**config.mk**
```make
export PLATFORM = sky130hd
export DESIGN_NAME = fsub_seq
export DESIGN_NICKNAME = d
export VERILOG_FILES = /design/src/rtl/fsub_seq.sv
export SDC_FILE = /design/constraint.sdc
export NUM_CORES = 1
export LEC_CHECK = 0
export CORE_MARGIN = 2
export CORE_UTILIZATION = 55
export CTS_CLUSTER_SIZE = 24
export DETAILED_ROUTE_END_ITERATION = 7
export PLACE_DENSITY_LB_ADDON = 0.1
export SETUP_SLACK_MARGIN = 0.2
export SYNTH_ARGS = -nofsm -noshare
export SYNTH_HDL_FRONTEND = slang
export SYNTH_SLANG_ARGS = --single-unit
```
**constraint.sdc**
```tcl
create_clock -name clk -period 9.38 [get_ports clk]
set_clock_uncertainty 0.05 [all_clocks]
set_input_delay 1.876 -clock clk [delete_from_list [all_inputs] [get_ports clk]]
set_output_delay 1.876 -clock clk [all_outputs]
set_load 0.02 [all_outputs]
```
**src/rtl/fsub_seq.sv**
```systemverilog
`default_nettype none
// ============================================================================
// Module   : fsub_seq
// Brief    : Multi-cycle IEEE-754 subtractor (out = a - b) with valid/ready on
//            both sides; define FSUB_SPECIAL_EN for NaN/inf handling.
// Revision : 1.0
// ============================================================================
module fsub_seq #(
    parameter int N = 32
) (
    input  logic         clk,
    input  logic         rst_n,
    input  logic         in_valid,
    output logic         in_ready,
    input  logic [N-1:0] a,
    input  logic [N-1:0] b,
    output logic         out_valid,
    input  logic         out_ready,
    output logic [N-1:0] out
);
    localparam int c_EW = (N == 64) ? 11 : 8;
    localparam int c_MW = N - 1 - c_EW;
    localparam logic [c_EW-1:0] c_SHMAX = c_EW'(c_MW + 1);
    localparam logic [c_EW-1:0] c_EONE  = c_EW'(1);
`ifdef FSUB_SPECIAL_EN
    localparam logic [c_EW-1:0] c_EMAX = '1;
    localparam logic [N-1:0]    c_QNAN = {1'b0, {c_EW{1'b1}}, 1'b1, {(c_MW-1){1'b0}}};
`endif

    typedef enum logic [2:0] {
        S_IDLE  = 3'd0,
        S_ALIGN = 3'd1,
        S_ADD   = 3'd2,
        S_NORM  = 3'd3,
        S_DONE  = 3'd4
    } state_t;

    state_t          state_q;
    logic [N-1:0]    opa_q, opb_q;
    logic            s_q, sub_q;
    logic [c_EW-1:0] e_q;
    logic [c_MW:0]   ml_q, ms_q, m_q;
    logic            in_ready_q, out_valid_q;
    logic [N-1:0]    out_q;

    logic [c_EW-1:0] w_ea, w_eb, w_el, w_es, w_diff, w_einc;
    logic [c_MW-1:0] w_fa, w_fb;
    logic [c_MW:0]   w_ma, w_mb, w_ml, w_ms, w_msh, w_dif;
    logic [c_MW+1:0] w_sum;
    logic            w_swap, w_sl, w_ss, w_spec, w_ovf;
    logic [N-1:0]    w_spec_val;

    always_comb begin
        w_ea   = opa_q[N-2:c_MW];
        w_eb   = opb_q[N-2:c_MW];
        w_fa   = opa_q[c_MW-1:0];
        w_fb   = opb_q[c_MW-1:0];
        // Zero exponent flushes the operand (zero or subnormal) to a signed zero.
        w_ma   = (w_ea == '0) ? '0 : {1'b1, w_fa};
        w_mb   = (w_eb == '0) ? '0 : {1'b1, w_fb};
        w_swap = {w_eb, w_mb} > {w_ea, w_ma};
        w_el   = w_swap ? w_eb : w_ea;
        w_es   = w_swap ? w_ea : w_eb;
        w_ml   = w_swap ? w_mb : w_ma;
        w_ms   = w_swap ? w_ma : w_mb;
        w_sl   = w_swap ? opb_q[N-1] : opa_q[N-1];
        w_ss   = w_swap ? opa_q[N-1] : opb_q[N-1];
        w_diff = w_el - w_es;
        w_msh  = (w_diff >= c_SHMAX) ? '0 : (w_ms >> w_diff);
        w_sum  = {1'b0, ml_q} + {1'b0, ms_q};
        w_dif  = ml_q - ms_q;
        w_einc = e_q + c_EONE;
        w_spec     = 1'b0;
        w_spec_val = '0;
`ifdef FSUB_SPECIAL_EN
        if ((w_ea == c_EMAX && w_fa != '0) || (w_eb == c_EMAX && w_fb != '0)) begin
            w_spec     = 1'b1;
            w_spec_val = c_QNAN;
        end else if (w_ea == c_EMAX && w_eb == c_EMAX) begin
            w_spec     = 1'b1;
            w_spec_val = (opa_q[N-1] != opb_q[N-1]) ? c_QNAN
                                                    : {opa_q[N-1], c_EMAX, {c_MW{1'b0}}};
        end else if (w_ea == c_EMAX) begin
            w_spec     = 1'b1;
            w_spec_val = {opa_q[N-1], c_EMAX, {c_MW{1'b0}}};
        end else if (w_eb == c_EMAX) begin
            w_spec     = 1'b1;
            w_spec_val = {opb_q[N-1], c_EMAX, {c_MW{1'b0}}};
        end
        w_ovf = w_sum[c_MW+1] && (w_einc == c_EMAX);
`else
        w_ovf = 1'b0;
`endif
    end

    always_ff @(posedge clk or negedge rst_n) begin
        if (!rst_n) begin
            state_q     <= S_IDLE;
            opa_q       <= '0;
            opb_q       <= '0;
            s_q         <= 1'b0;
            sub_q       <= 1'b0;
            e_q         <= '0;
            ml_q        <= '0;
            ms_q        <= '0;
            m_q         <= '0;
            in_ready_q  <= 1'b0;
            out_valid_q <= 1'b0;
            out_q       <= '0;
        end else begin
            case (state_q)
                S_IDLE: begin
                    in_ready_q <= 1'b1;
                    if (in_valid && in_ready_q) begin
                        opa_q      <= a;
                        opb_q      <= {~b[N-1], b[N-2:0]};
                        in_ready_q <= 1'b0;
                        state_q    <= S_ALIGN;
                    end
                end
                S_ALIGN: begin
                    if (w_spec) begin
                        out_q       <= w_spec_val;
                        out_valid_q <= 1'b1;
                        state_q     <= S_DONE;
                    end else begin
                        s_q     <= w_sl;
                        sub_q   <= w_sl ^ w_ss;
                        e_q     <= w_el;
                        ml_q    <= w_ml;
                        ms_q    <= w_msh;
                        state_q <= S_ADD;
                    end
                end
                S_ADD: begin
                    state_q <= S_NORM;
                    if (sub_q) begin
                        m_q <= w_dif;
                    end else if (w_ovf) begin
                        out_q       <= {s_q, {c_EW{1'b1}}, {c_MW{1'b0}}};
                        out_valid_q <= 1'b1;
                        state_q     <= S_DONE;
                    end else if (w_sum[c_MW+1]) begin
                        m_q <= w_sum[c_MW+1:1];
                        e_q <= w_einc;
                    end else begin
                        m_q <= w_sum[c_MW:0];
                    end
                end
                S_NORM: begin
                    // A zero sum from like signs can only be (-0)+(-0), so keep its sign.
                    if (m_q == '0) begin
                        out_q       <= {s_q & ~sub_q, {(N-1){1'b0}}};
                        out_valid_q <= 1'b1;
                        state_q     <= S_DONE;
                    end else if (m_q[c_MW]) begin
                        out_q       <= {s_q, e_q, m_q[c_MW-1:0]};
                        out_valid_q <= 1'b1;
                        state_q     <= S_DONE;
                    end else if (e_q == c_EONE) begin
                        out_q       <= {s_q, {c_EW{1'b0}}, m_q[c_MW-1:0]};
                        out_valid_q <= 1'b1;
                        state_q     <= S_DONE;
                    end else begin
                        m_q <= {m_q[c_MW-1:0], 1'b0};
                        e_q <= e_q - c_EONE;
                    end
                end
                S_DONE: begin
                    if (out_ready) begin
                        out_valid_q <= 1'b0;
                        in_ready_q  <= 1'b1;
                        state_q     <= S_IDLE;
                    end
                end
                default: state_q <= S_IDLE;
            endcase
        end
    end

    assign in_ready  = in_ready_q;
    assign out_valid = out_valid_q;
    assign out       = out_q;
endmodule
`default_nettype wire

```
* Word level (Yosys, flattened, before mapping)
Cells that the tools add are included.
** Storage, ports and cells
- Register bits :: 183
- Input bits :: 68
- Logic and storage cells :: 94
- Output and inout bits :: 34
** Operators by class
- Magnitude comparators :: 2
- Reduce and logical (&&, ||, !) cells :: 18
- Multiplexer cells :: 38
- Add/sub/neg operators :: 5
- Bitwise operators :: 4
- Shift operators :: 1
- Equality and inequality tests :: 13
** Operators with widths (number)
- two-way mux 24 bit :: 10
- two-way mux 32 bit :: 3
- two-way mux 8 bit :: 7
- case mux 24 bit (2 select lines) :: 1
- > comparator 32 bit :: 1
- adder 24 x 24 -> 25 bit :: 1
- zero test 24 bit :: 1
- case mux 8 bit (3 select lines) :: 1
- right shift 24 x 8 -> 24 bit :: 1
- subtractor 24 bit :: 1
- zero test 8 bit :: 2
- two-way mux 3 bit :: 5
- case mux 3 bit (5 select lines) :: 1
- inequality test 2 bit (second input constant) :: 7
- adder 8 x 1 -> 8 bit (second input constant) :: 1
- equality test 8 x 1 -> 1 bit (second input constant) :: 1
- >= comparator 8 x 5 -> 1 bit (second input constant) :: 1
- two-way mux 1 bit :: 8
- AND reduction 2 bit :: 4
- subtractor 8 x 1 -> 8 bit (second input constant) :: 1
- subtractor 8 bit :: 1
- equality test 3 x 2 -> 1 bit (second input constant) :: 2
- AND reduction 3 bit :: 2
- AND reduction 6 bit :: 1
- 12 further kinds :: 17

* Depth between registers and ports, before layout
- Depth in word-level cells :: 7
- Depth in mapped cells :: 27

* Least setup slack after synthesis
No wires, ideal clock.
- Path type :: register to register
- From :: register opb_q[24]
- To :: register ms_q[0]
- Data arrival time :: 5671 ps
- Path slack :: 3519 ps
- Data required time :: 9190 ps
- Library setup time :: 140 ps
- Path buffers :: 7
- Cell stages (with the launch flop) :: 27
- Cells stage by stage :: dfrtp_1 nor4_1 nand2_1 clkbuf_1 clkbuf_1 nand2_1 inv_1 ha_1 nand4_1 or3_1 a21oi_2 o31ai_1 a21oi_2 buf_2 clkbuf_1 buf_1 nor2_1 nor2_1 ha_1 inv_1 clkbuf_1 clkbuf_1 nor2_1 nor2_1 o21ai_0 a41oi_1 o221ai_1
** Between the ends
- Cells in the longest elaborated chain, start to end :: 7
** RTL lines
- start, declared :: line 39 : logic [N-1:0] opa_q, opb_q;
- start signal, assigned :: line 116 : opb_q <= {~b[N-1], b[N-2:0]};
- zero test 8 bit :: line 60 : w_mb = (w_eb == '0) ? '0 : {1'b1, w_fb};
- two-way mux 24 bit :: line 60
- > comparator 32 bit :: line 61 : w_swap = {w_eb, w_mb} > {w_ea, w_ma};
- two-way mux 8 bit, on equally long branches :: line 62, 63
- subtractor 8 bit :: line 68 : w_diff = w_el - w_es;
- right shift 24 x 8 -> 24 bit / >= comparator 8 x 5 -> 1 bit (equally long branches) :: line 69 : w_msh = (w_diff >= c_SHMAX) ? '0 : (w_ms >> w_diff);
- two-way mux 24 bit (*) :: line 69
- end signal, assigned :: line 131 : ms_q <= w_msh;
- end, declared :: line 42 : logic [c_MW:0] ml_q, ms_q, m_q;
Mark *: on every way between the ends. The rest lies on a longest branch, timed or not.
A chain may end at the register's enable or synchronous reset.

* Final worst setup path
- From :: register opb_q[24]
- To :: register ms_q[6]
The elaborated chain is that of the path after synthesis.

==> impl_results.md <==
* Total congestion overflow at 0
* Worst Path Class, Setup: reg -> reg
* Number of flops mapped to enable cells by yosys at 0
* Critical Path Sink Type: flop
* CTS-repair resized insts at 0
* Rows at 57
* Yosys warns at 0
* CTS max path bufs at 2
* Peak Freq at 144 MHz
* Status: finished clean
* Final setup fails at 0
* Critical Path AT at 7.24 ns
* Layout cell share with drive strength beyond 1 at 11.6%
* Vias at 12000
* Inserted Clock Buffers at 17
* Nature of the critical path startpoint: flop
* First-pass GRT wire length at 63100 um
* Syn_nets at between 1500 and 2000
* RSZ-0062 raised after global routing: no
* H-tree lvl count at 4
* Cell area after synthesis at 13700 sq um
* Mapped Cells at 1535
* Die footprint at 26100 sq um
* Area Overhead vs Synth at 13.3%
* Reg-to-reg slack, setup at 2.42 ns
* Vias/cell at 6.22
* Final min period at just under 7 ns
* Ys async rst share at 100%
* CTS clk-pin slew, worst paths at about 0.09 ns
* Setup TNS at 0 ns
* Final Max Slew Viols at 0
* Layout net count at 1738
* Sequential area share after synthesis at 33.5%
* Worst Tran Pin Value at 1.02 ns
* Final hold vios at 0
* TritonCTS clock tree: built
* Fill count at 2094
* Post-synthesis mux area share at 13.8%
* Die Wd at 162 um
* Post-CTS setup buffers at 0
* I/O pin cnt at 102
* Crit Path Max Fanout at 29
* Pre-Repair DR Iteration Count at 5
* Primary FF master, synth: dfrtp_1
* GP Congestion at 0.931
* Post-Synth Adder-Cell Area at 7.89%
* DP Wirelength at 29600 um
* Critical path required time at between 9 and 10 ns
* Max Cap Viol at 0
* Largest family of logic cells by synthesized area: compound AO/OA/AOI/OAI gates
* Largest net degree at the start of global routing at 75
* Final WL at 39100 um
* Final worst path period share at 74.2%
* Rel. slew slack at 31.6%
* Clk sink count at 183
* XOR/XNOR Fraction of Synth Area at 3.01%
* Avg Cell Area, Syn at 8.90 sq um
* HP Class: reg -> reg
* Ant. Diodes at 0
* Tot GR Track Use at 30.5%
* DRT iter0 DRCs at between 1000 and 1500
* Seq cells post-synth at around 180
* Antenna Nets Post-Route at 0
* Initial antenna violation count at 0
* Worst skew pair latency at 0.45 ns
* Starting density of the core at 56.2%
* Hold Buf Count CTS at 0
* Synth Area in Simple Gates at between 15 and 20%
* Synth unique cells at 92
* # DRC at 0
* CORE AREA at 24300 sq um
* Die height at 162 um
* Root Driver: clkbuf_16
* Port bufs at 101
* Vias in the first global route at 11500
* Routed wire per std cell at 20.3 um
* Synth Area in Compound Gates at around a fifth
-- placed cells by master (no fill, tap or decap), types with 20 or more instances in the layout --
cell type | Yosys | final
nand2_1 | 189 | 189
dfrtp_1 | 183 | 183
a21oi_1 | 122 | 122
nor2_1 | 119 | 119
clkdlybuf4s50_1 | 0 | 100
inv_1 | 88 | 88
mux2_2 | 86 | 86
o21ai_0 | 84 | 84
ha_1 | 83 | 83
mux2i_1 | 40 | 40
xnor2_1 | 36 | 36
mux4_2 | 22 | 22
o211ai_1 | 21 | 21
nor3_1 | 21 | 21
nand2b_1 | 20 | 20
-- cell usage after synthesis, types with 13 or more instances --
| master | number | area share, % |
|---|---|---|
| nand2b_1 | 20 | 0.92 |
| nand4_1 | 16 | 0.73 |
| a21oi_1 | 122 | 4.5 |
| ha_1 | 83 | 7.6 |
| nand2_1 | 189 | 5.2 |
| mux2_2 | 86 | 7.1 |
| o21ai_0 | 84 | 3.1 |
| nor2b_1 | 17 | 0.78 |
| mux2i_1 | 40 | 2.9 |
| a31oi_1 | 19 | 0.87 |
| o211ai_1 | 21 | 1.2 |
| inv_1 | 88 | 2.4 |
| a211oi_1 | 19 | 1.0 |
| a22o_1 | 16 | 1.0 |
| dfrtp_1 | 183 | 34 |
| mux4_2 | 22 | 3.6 |
| clkbuf_1 | 64 | 1.8 |
| o21a_1 | 13 | 0.71 |
| xnor2_1 | 36 | 2.3 |
| and3_1 | 16 | 0.73 |
| nor4_1 | 15 | 0.69 |
| nor3_1 | 21 | 0.77 |
| nor2_1 | 119 | 3.3 |
| nand3_1 | 18 | 0.66 |
-- cell families after synthesis --
group,Yosys count
AOI/OAI and AO/OA,416
xor gates and xnor gates,44
adders and majority gates,85
buffers and inverters,175
DFF,183
muxes,150
and+or+nand+nor,482
-- per-layer routing --
metal	part of all wire [%]	global-route usage (%)	wire (um)	up-vias
li1	-	-	-	5632
met1	44	43.5	17400	5804
met2	47	49.0	18500	457
met3	5.8	2.67	2260	58
met4	2.5	10.4	980	0
met5	0	0	0	-
-- area by class of cell --
class | instances | area (sq um) | share of cell area [%]
clock inverter | 15 | 206 | 1.33
sequential | 183 | 4580 | 29.6
tap | 324 | 405 | 2.62
timing repair buffer | 117 | 1130 | 7.31
clock buffer | 17 | 425 | 2.75
multi-input combinational | 1177 | 8400 | 54.2
inverter | 89 | 334 | 2.16
-- path summary, 6_finish.rpt --
check / cells past startpoint / to / start
max in group asynchronous: 2 / opa_q[22]$_DFFE_PN0P_ / rst_n
worst min register to register: 1 / out[17]$_DFFE_PN0P_ / out[17]$_DFFE_PN0P_
worst min-delay path: 1 / out[17]$_DFFE_PN0P_ / out[17]$_DFFE_PN0P_
worst max register to register: 19 / ms_q[6]$_DFFE_PN0P_ / opb_q[24]$_DFFE_PN0P_
min in group asynchronous: 1 / out[0]$_DFFE_PN0P_ / rst_n
worst max-delay path: 19 / ms_q[6]$_DFFE_PN0P_ / opb_q[24]$_DFFE_PN0P_
-- flip-flops by register name, summed over array words and instances (netlist names), 3 cells and up --
signal,cells
e_q,8
state_q,3
ml_q,24
opb_q,32
out,32
ms_q,24
opa_q,32
m_q,24
-- per-stage QoR --
| step | cell area [sq um] | hold slack (ns) | util [%] | setup slack (ns) | cells |
|---|---|---|---|---|---|
| after global placement | 14800 | 0.437 | 61.1 | 2.86 | 1890 |
| after global routing | 15500 | 0.467 | 63.7 | 2.12 | 1922 |
| after floorplan | 13700 | 0.406 | - | 3.52 | 1535 |
| after detailed placement | 14800 | 0.443 | 61.1 | 2.62 | 1890 |
| after CTS | 15500 | 0.462 | 63.7 | 2.56 | 1922 |
| final | 15500 | 0.458 | 63.7 | 2.42 | 1922 |
-- critical path, cell delays in order, from the launching register on --
cell	delay, ns
dfrtp_1	0.48
nor4_1	0.38
nand2_1	0.66
nand2_1	0.35
inv_1	0.10
ha_1	0.32
nand4_1	0.26
nor4_2	0.66
and2_4	0.30
a21oi_2	0.08
nor2_4	0.69
nor2_1	0.11
nor2_1	0.14
ha_1	0.36
inv_1	0.68
or2_2	0.25
a21bo_1	0.20
mux4_2	0.45
a32oi_1	0.19
o21ai_1	0.08
Power is left out: the tool's default activity adds up to more than one toggle a clock period on the data nets, which glitch-free logic cannot reach.
